File: src/rtl/divisor_freq_multi.sv
// divisor_freq_multi: multi-channel programmable tick / square-wave generator on CLK_50
//
// Each channel counts enabled CLK_50 edges modulo its divisor D and wraps every D
// edges. On a wrap it emits a one-cycle TICK. In square mode it also toggles SQW,
// which gives a 50 % duty wave of period 2*D. Every output is registered.
//
// Ports:
//   CLK_50   system clock; all logic runs on its rising edge
//   RST      synchronous active-high reset; loads DEFAULT_DIV and pulse mode into every channel
//   EN       per-channel run enable; while low the count and SQW hold
//   WR_EN    configuration write strobe
//   WR_CH    channel addressed by the write; values >= CHANNELS are ignored
//   WR_DIV   new divisor D (0 halts the channel)
//   WR_MODE  new mode: 0 = pulse, 1 = square
//   TICK     per-channel one-cycle pulse on counter wrap
//   SQW      per-channel square wave (stays 0 in pulse mode)
module divisor_freq_multi #(
    parameter int CHANNELS    = 4,
    parameter int WIDTH       = 26,
    parameter int DEFAULT_DIV = 50000000
) (
    input  logic                        CLK_50,
    input  logic                        RST,
    input  logic [CHANNELS-1:0]         EN,
    input  logic                        WR_EN,
    input  logic [$clog2(CHANNELS)-1:0] WR_CH,
    input  logic [WIDTH-1:0]            WR_DIV,
    input  logic                        WR_MODE,
    output logic [CHANNELS-1:0]         TICK,
    output logic [CHANNELS-1:0]         SQW
);
    localparam int CW = $clog2(CHANNELS);

    for (genvar i = 0; i < CHANNELS; i++) begin : g_ch
        logic [WIDTH-1:0] div_q, cnt_q;
        logic             mode_q, tick_q, sqw_q;
        logic             wr_hit, run, wrap;
        // An out-of-range WR_CH never matches any channel, so that write changes nothing.
        // A divisor of 0 never runs, which keeps the channel halted with CNT at 0.
        always_comb begin
            wr_hit = WR_EN && (WR_CH == CW'(i));
            run    = EN[i] && (div_q != '0);
            wrap   = cnt_q == div_q - WIDTH'(1);
        end
        // A write beats counting on the same edge, so a wrap on that edge is lost on purpose.
        always_ff @(posedge CLK_50) begin
            if (RST) begin
                div_q  <= WIDTH'(DEFAULT_DIV);
                mode_q <= 1'b0;
                cnt_q  <= '0;
                tick_q <= 1'b0;
                sqw_q  <= 1'b0;
            end else if (wr_hit) begin
                div_q  <= WR_DIV;
                mode_q <= WR_MODE;
                cnt_q  <= '0;
                tick_q <= 1'b0;
                sqw_q  <= 1'b0;
            end else begin
                tick_q <= run && wrap;
                if (run) begin
                    cnt_q <= wrap ? '0 : cnt_q + WIDTH'(1);
                    if (wrap && mode_q)
                        sqw_q <= ~sqw_q;
                end
            end
        end
        assign TICK[i] = tick_q;
        assign SQW[i]  = sqw_q;
    end
endmodule

File: config.mk
export PLATFORM = sky130hd
export DESIGN_NAME = divisor_freq_multi
export DESIGN_NICKNAME = d
export VERILOG_FILES = /design/src/rtl/divisor_freq_multi.sv
export SDC_FILE = /design/constraint.sdc
export NUM_CORES = 1
export LEC_CHECK = 0
export CORE_MARGIN = 3
export CORE_UTILIZATION = 58
export CTS_CLUSTER_DIAMETER = 200
export DETAILED_ROUTE_END_ITERATION = 6
export DONT_BUFFER_PORTS = 1
export PLACE_DENSITY = 0.79
export SYNTH_ARGS = -nofsm -noshare
export SYNTH_HDL_FRONTEND = slang
export SYNTH_SLANG_ARGS = --single-unit
File: constraint.sdc
create_clock -name CLK_50 -period 3.9 [get_ports CLK_50]
set_clock_uncertainty 0.15 [all_clocks]
set_input_delay 0.585 -clock CLK_50 [delete_from_list [all_inputs] [get_ports CLK_50]]
set_output_delay 0.585 -clock CLK_50 [all_outputs]
set_load 0.02 [all_outputs]
==> impl_results.md <==
- Clock sink count: 220
- Period utilization: 0.967
- Clock Latency Late Sink: between 0.5 and 0.6 ns
- Setup Fix Bufs, Post-CTS: 0
- # nets final: around 1700
- Slew Viols, Final: 0
- Multi-input logic area: roughly 0.0078 sq mm
- Die extent in y: between 150 and 200 um
- Routed WL per cell: 17.1 um
- Leakage: ~4.9 nW
- Core Box Area: around 0.021 sq mm
- Drt pass-1 iters: 6
- CP Capture Type: flop
- Largest net degree at the start of global routing: 57
- R2r setup slk: between 0.1 and 0.15 ns
- Flip-flop and latch area: 0.00440 sq mm
- Maxcap violations: 0
- Post-Route WL: approximately 33000 um
- First-pass GRT wire length: about 54000 um
- Root Driver: clkbuf_16
- Number of port buffers: 0
- GRT Total Usage: 0.266
- Total die area: approximately 0.024 sq mm
- Unrepaired setup endpoints after global routing: false
- Clock Pin Slew Worst Setup and Hold Paths: roughly 0.060 ns
- DP HPWL: approximately 23000 um
- Mapped cell area: 0.0128 sq mm
- Worst R2R Start: g_ch[0].div_q[1]
- CTS buffer count: 24
- H-Tree Depth: 1
- Syn nets: roughly 1700
- Synth Instances: about 1700
- Worst slew pin tran: between 1 and 1.5 ns
- DR vias: between 10000 and 15000
- Status: finished, final reports clean
- Final Non-Filler Cells: 1905
- Slew HR: 0.300
- Die Wd: 155 um
- Via density: between 6 and 7
- Initial Utilization: 0.600
- Terminus of the critical flop-to-flop path: g_ch[0].cnt_q[0]
- Total congestion overflow: 0
- Sequential fraction of the synthesis area: 0.344
- Filler cells: about 1900
- Critical path type: flop to flop
- Clock buffer depth: 3
- P&R area growth vs syn: 8.00%
- Final ANT Viol Nets: 0
- Highest-count cells in the layout ignoring fill and taps: 279 x nand2_1, 220 x dfxtp_1, 157 x nor2_1
- DRT iter0 DRCs: 1089
- Most common cell after layout, fill and taps aside: nand2_1
- Placed Instances: around 1900
- Critical Path RT: about 4.2 ns
- Share of layout cells above drive strength 1: 0.0650
- Final hold vios: 0
- CTS tree: yes
- Mean Syn Cell Area: about 7.7 sq um
- Number of global-route vias before repair: roughly 11000
- Antenna fix cells: 0
- # IOs: 44
- Worst vdd ir: between 0.0004 and 0.0005 V
- Synth area leader: dfxtp_1
- Row Count: 53
- Async S/R FF share, synth: 0
- CP startpoint: g_ch[0].div_q[1]
- Maximum clock frequency: roughly 270 MHz
- Post-synth EDFFs: 0
- Register-to-Register Path Depth: 11
- Crit-path max FO: 26
- Most used DFF post-synth: dfxtp_1
- Min-Delay Path Class: input pin to flop
- Yosys cell types: 75
- Crit path DAT: 4.03 ns
- Pwr Density: about 370 mW/mm^2
- Setup TNS: 0 ns
- Post-synth top area share: 0.344
- Worst Setup EP: g_ch[0].cnt_q[0]
- Antenna violations before repair: 0
- Yosys warnings: 0
- Worst setup SP type: flop
- #FFs+latches synth: 220
- Area contributors post-synth: dfxtp_1 34%, xnor2_1 8.9%, nand2_1 8.2%
- RD Place Congestion: 0.918
- Setup violators final: 0
- Tmin final: ~3.8 ns
- Post-route DRC: 0
stage by stage:
step | cell area (sq um) | util | power (mW) | hold slack, ns | setup WS (ns)
after global placement | 13000 | 0.608 | 2.83 | 0.286 | 0.180
final | 13800 | 0.648 | 5.13 | 0.0319 | 0.129
after global routing | 13800 | 0.648 | 5.34 | 0.00869 | 0.00994
after CTS | 13800 | 0.647 | 5.17 | 0.00262 | 0.0778
after floorplan | 12800 | - | 2.76 | 0.282 | 0.0117
after detailed placement | 13000 | 0.608 | 2.85 | 0.305 | 0.0919
worst min-delay path by stage:
stage	start	end	slack (ns)	cells past startpoint
final	RST	g_ch[3].div_q[12]	0.03	1
after global routing	RST	g_ch[3].div_q[7]	0.009	1
after CTS	RST	g_ch[0].sqw_q	0.003	1
after detailed placement	g_ch[1].mode_q	g_ch[1].mode_q	0.31	2
after global placement	g_ch[1].mode_q	g_ch[1].mode_q	0.29	2
after floorplan	g_ch[3].mode_q	g_ch[3].mode_q	0.28	2
cell type report:
class / instances / share of cell area
sequential: 220 / 0.318
clock buffer: 32 / 0.0500
inverter: 33 / 0.00895
timing repair buffer: 35 / 0.0230
tap: 275 / 0.0249
multi-input combinational: 1298 / 0.567
clock inverter: 12 / 0.00831
where the power goes:
group          leakage, nW  total, mW  switching (mW)  internal [mW]
logic                 2.69      0.441           0.251          0.190
registers             1.79       2.39          0.0840           2.30
clock network        0.400       2.30           0.926           1.38
sequential cells by signal, indices dropped and copies added, names as in the netlist:
register	count
g_ch.cnt_q	104
g_ch.div_q	104
g_ch.mode_q	4
g_ch.sqw_q	4
g_ch.tick_q	4
synthesized netlist by cell type, drive strengths merged, types with 6 or more instances:
master  number
nor3        78
clkbuf      84
mux2i       10
xnor2      130
or2          7
buf         22
a21oi       77
nor2       159
nor2b       16
nor3b        7
or4         26
nand2      279
o22ai        6
or3         14
nand4       43
nor4b        8
nand3       61
xor2        99
o31ai        8
o21ai       16
dfxtp      220
nor4        41
inv         33
a31oi        6
nand2b      11
and3        35
ha           8
mux2         7
and2         6
nand3b      50
cell families after synthesis:
kind of cell | Yosys count | share of synthesized area
buffers and inverters | 139 | 0.0466
adder cells (fa/ha/maj) | 8 | 0.00781
flip-flops | 220 | 0.344
XOR/XNOR | 229 | 0.156
AND/OR/NAND/NOR | 861 | 0.336
multiplexers | 17 | 0.0140
AO/OA/AOI/OAI | 183 | 0.0956
routing by layer:
metal / global-route usage / share of wire / vias to the layer above
met1: 0.361 / 0.44 / 5449
met3: 0.0543 / 0.086 / 55
met2: 0.438 / 0.46 / 417
met4: 0.0618 / 0.020 / 0
li1: - / - / 5668
met5: 0 / 0 / -
timing repair:
action | CTS | global route
hold buffers | 2 | 1
hold endpoints to repair | 51 | 1
setup endpoints to repair | 0 | 28
gates resized for setup | 0 | 3
critical path, cell delays in order (launching register included):
cell       delay (ns)
dfxtp_1          0.33
inv_1            0.06
ha_1             0.14
or4b_2           0.61
or4_4            0.53
or4_4            0.57
or4b_1           0.52
o211ai_1         0.12
o2bb2ai_2        0.16
a211o_1          0.21
buf_12           0.18
nor2_1           0.06
Power figures use the tool's default switching activity.
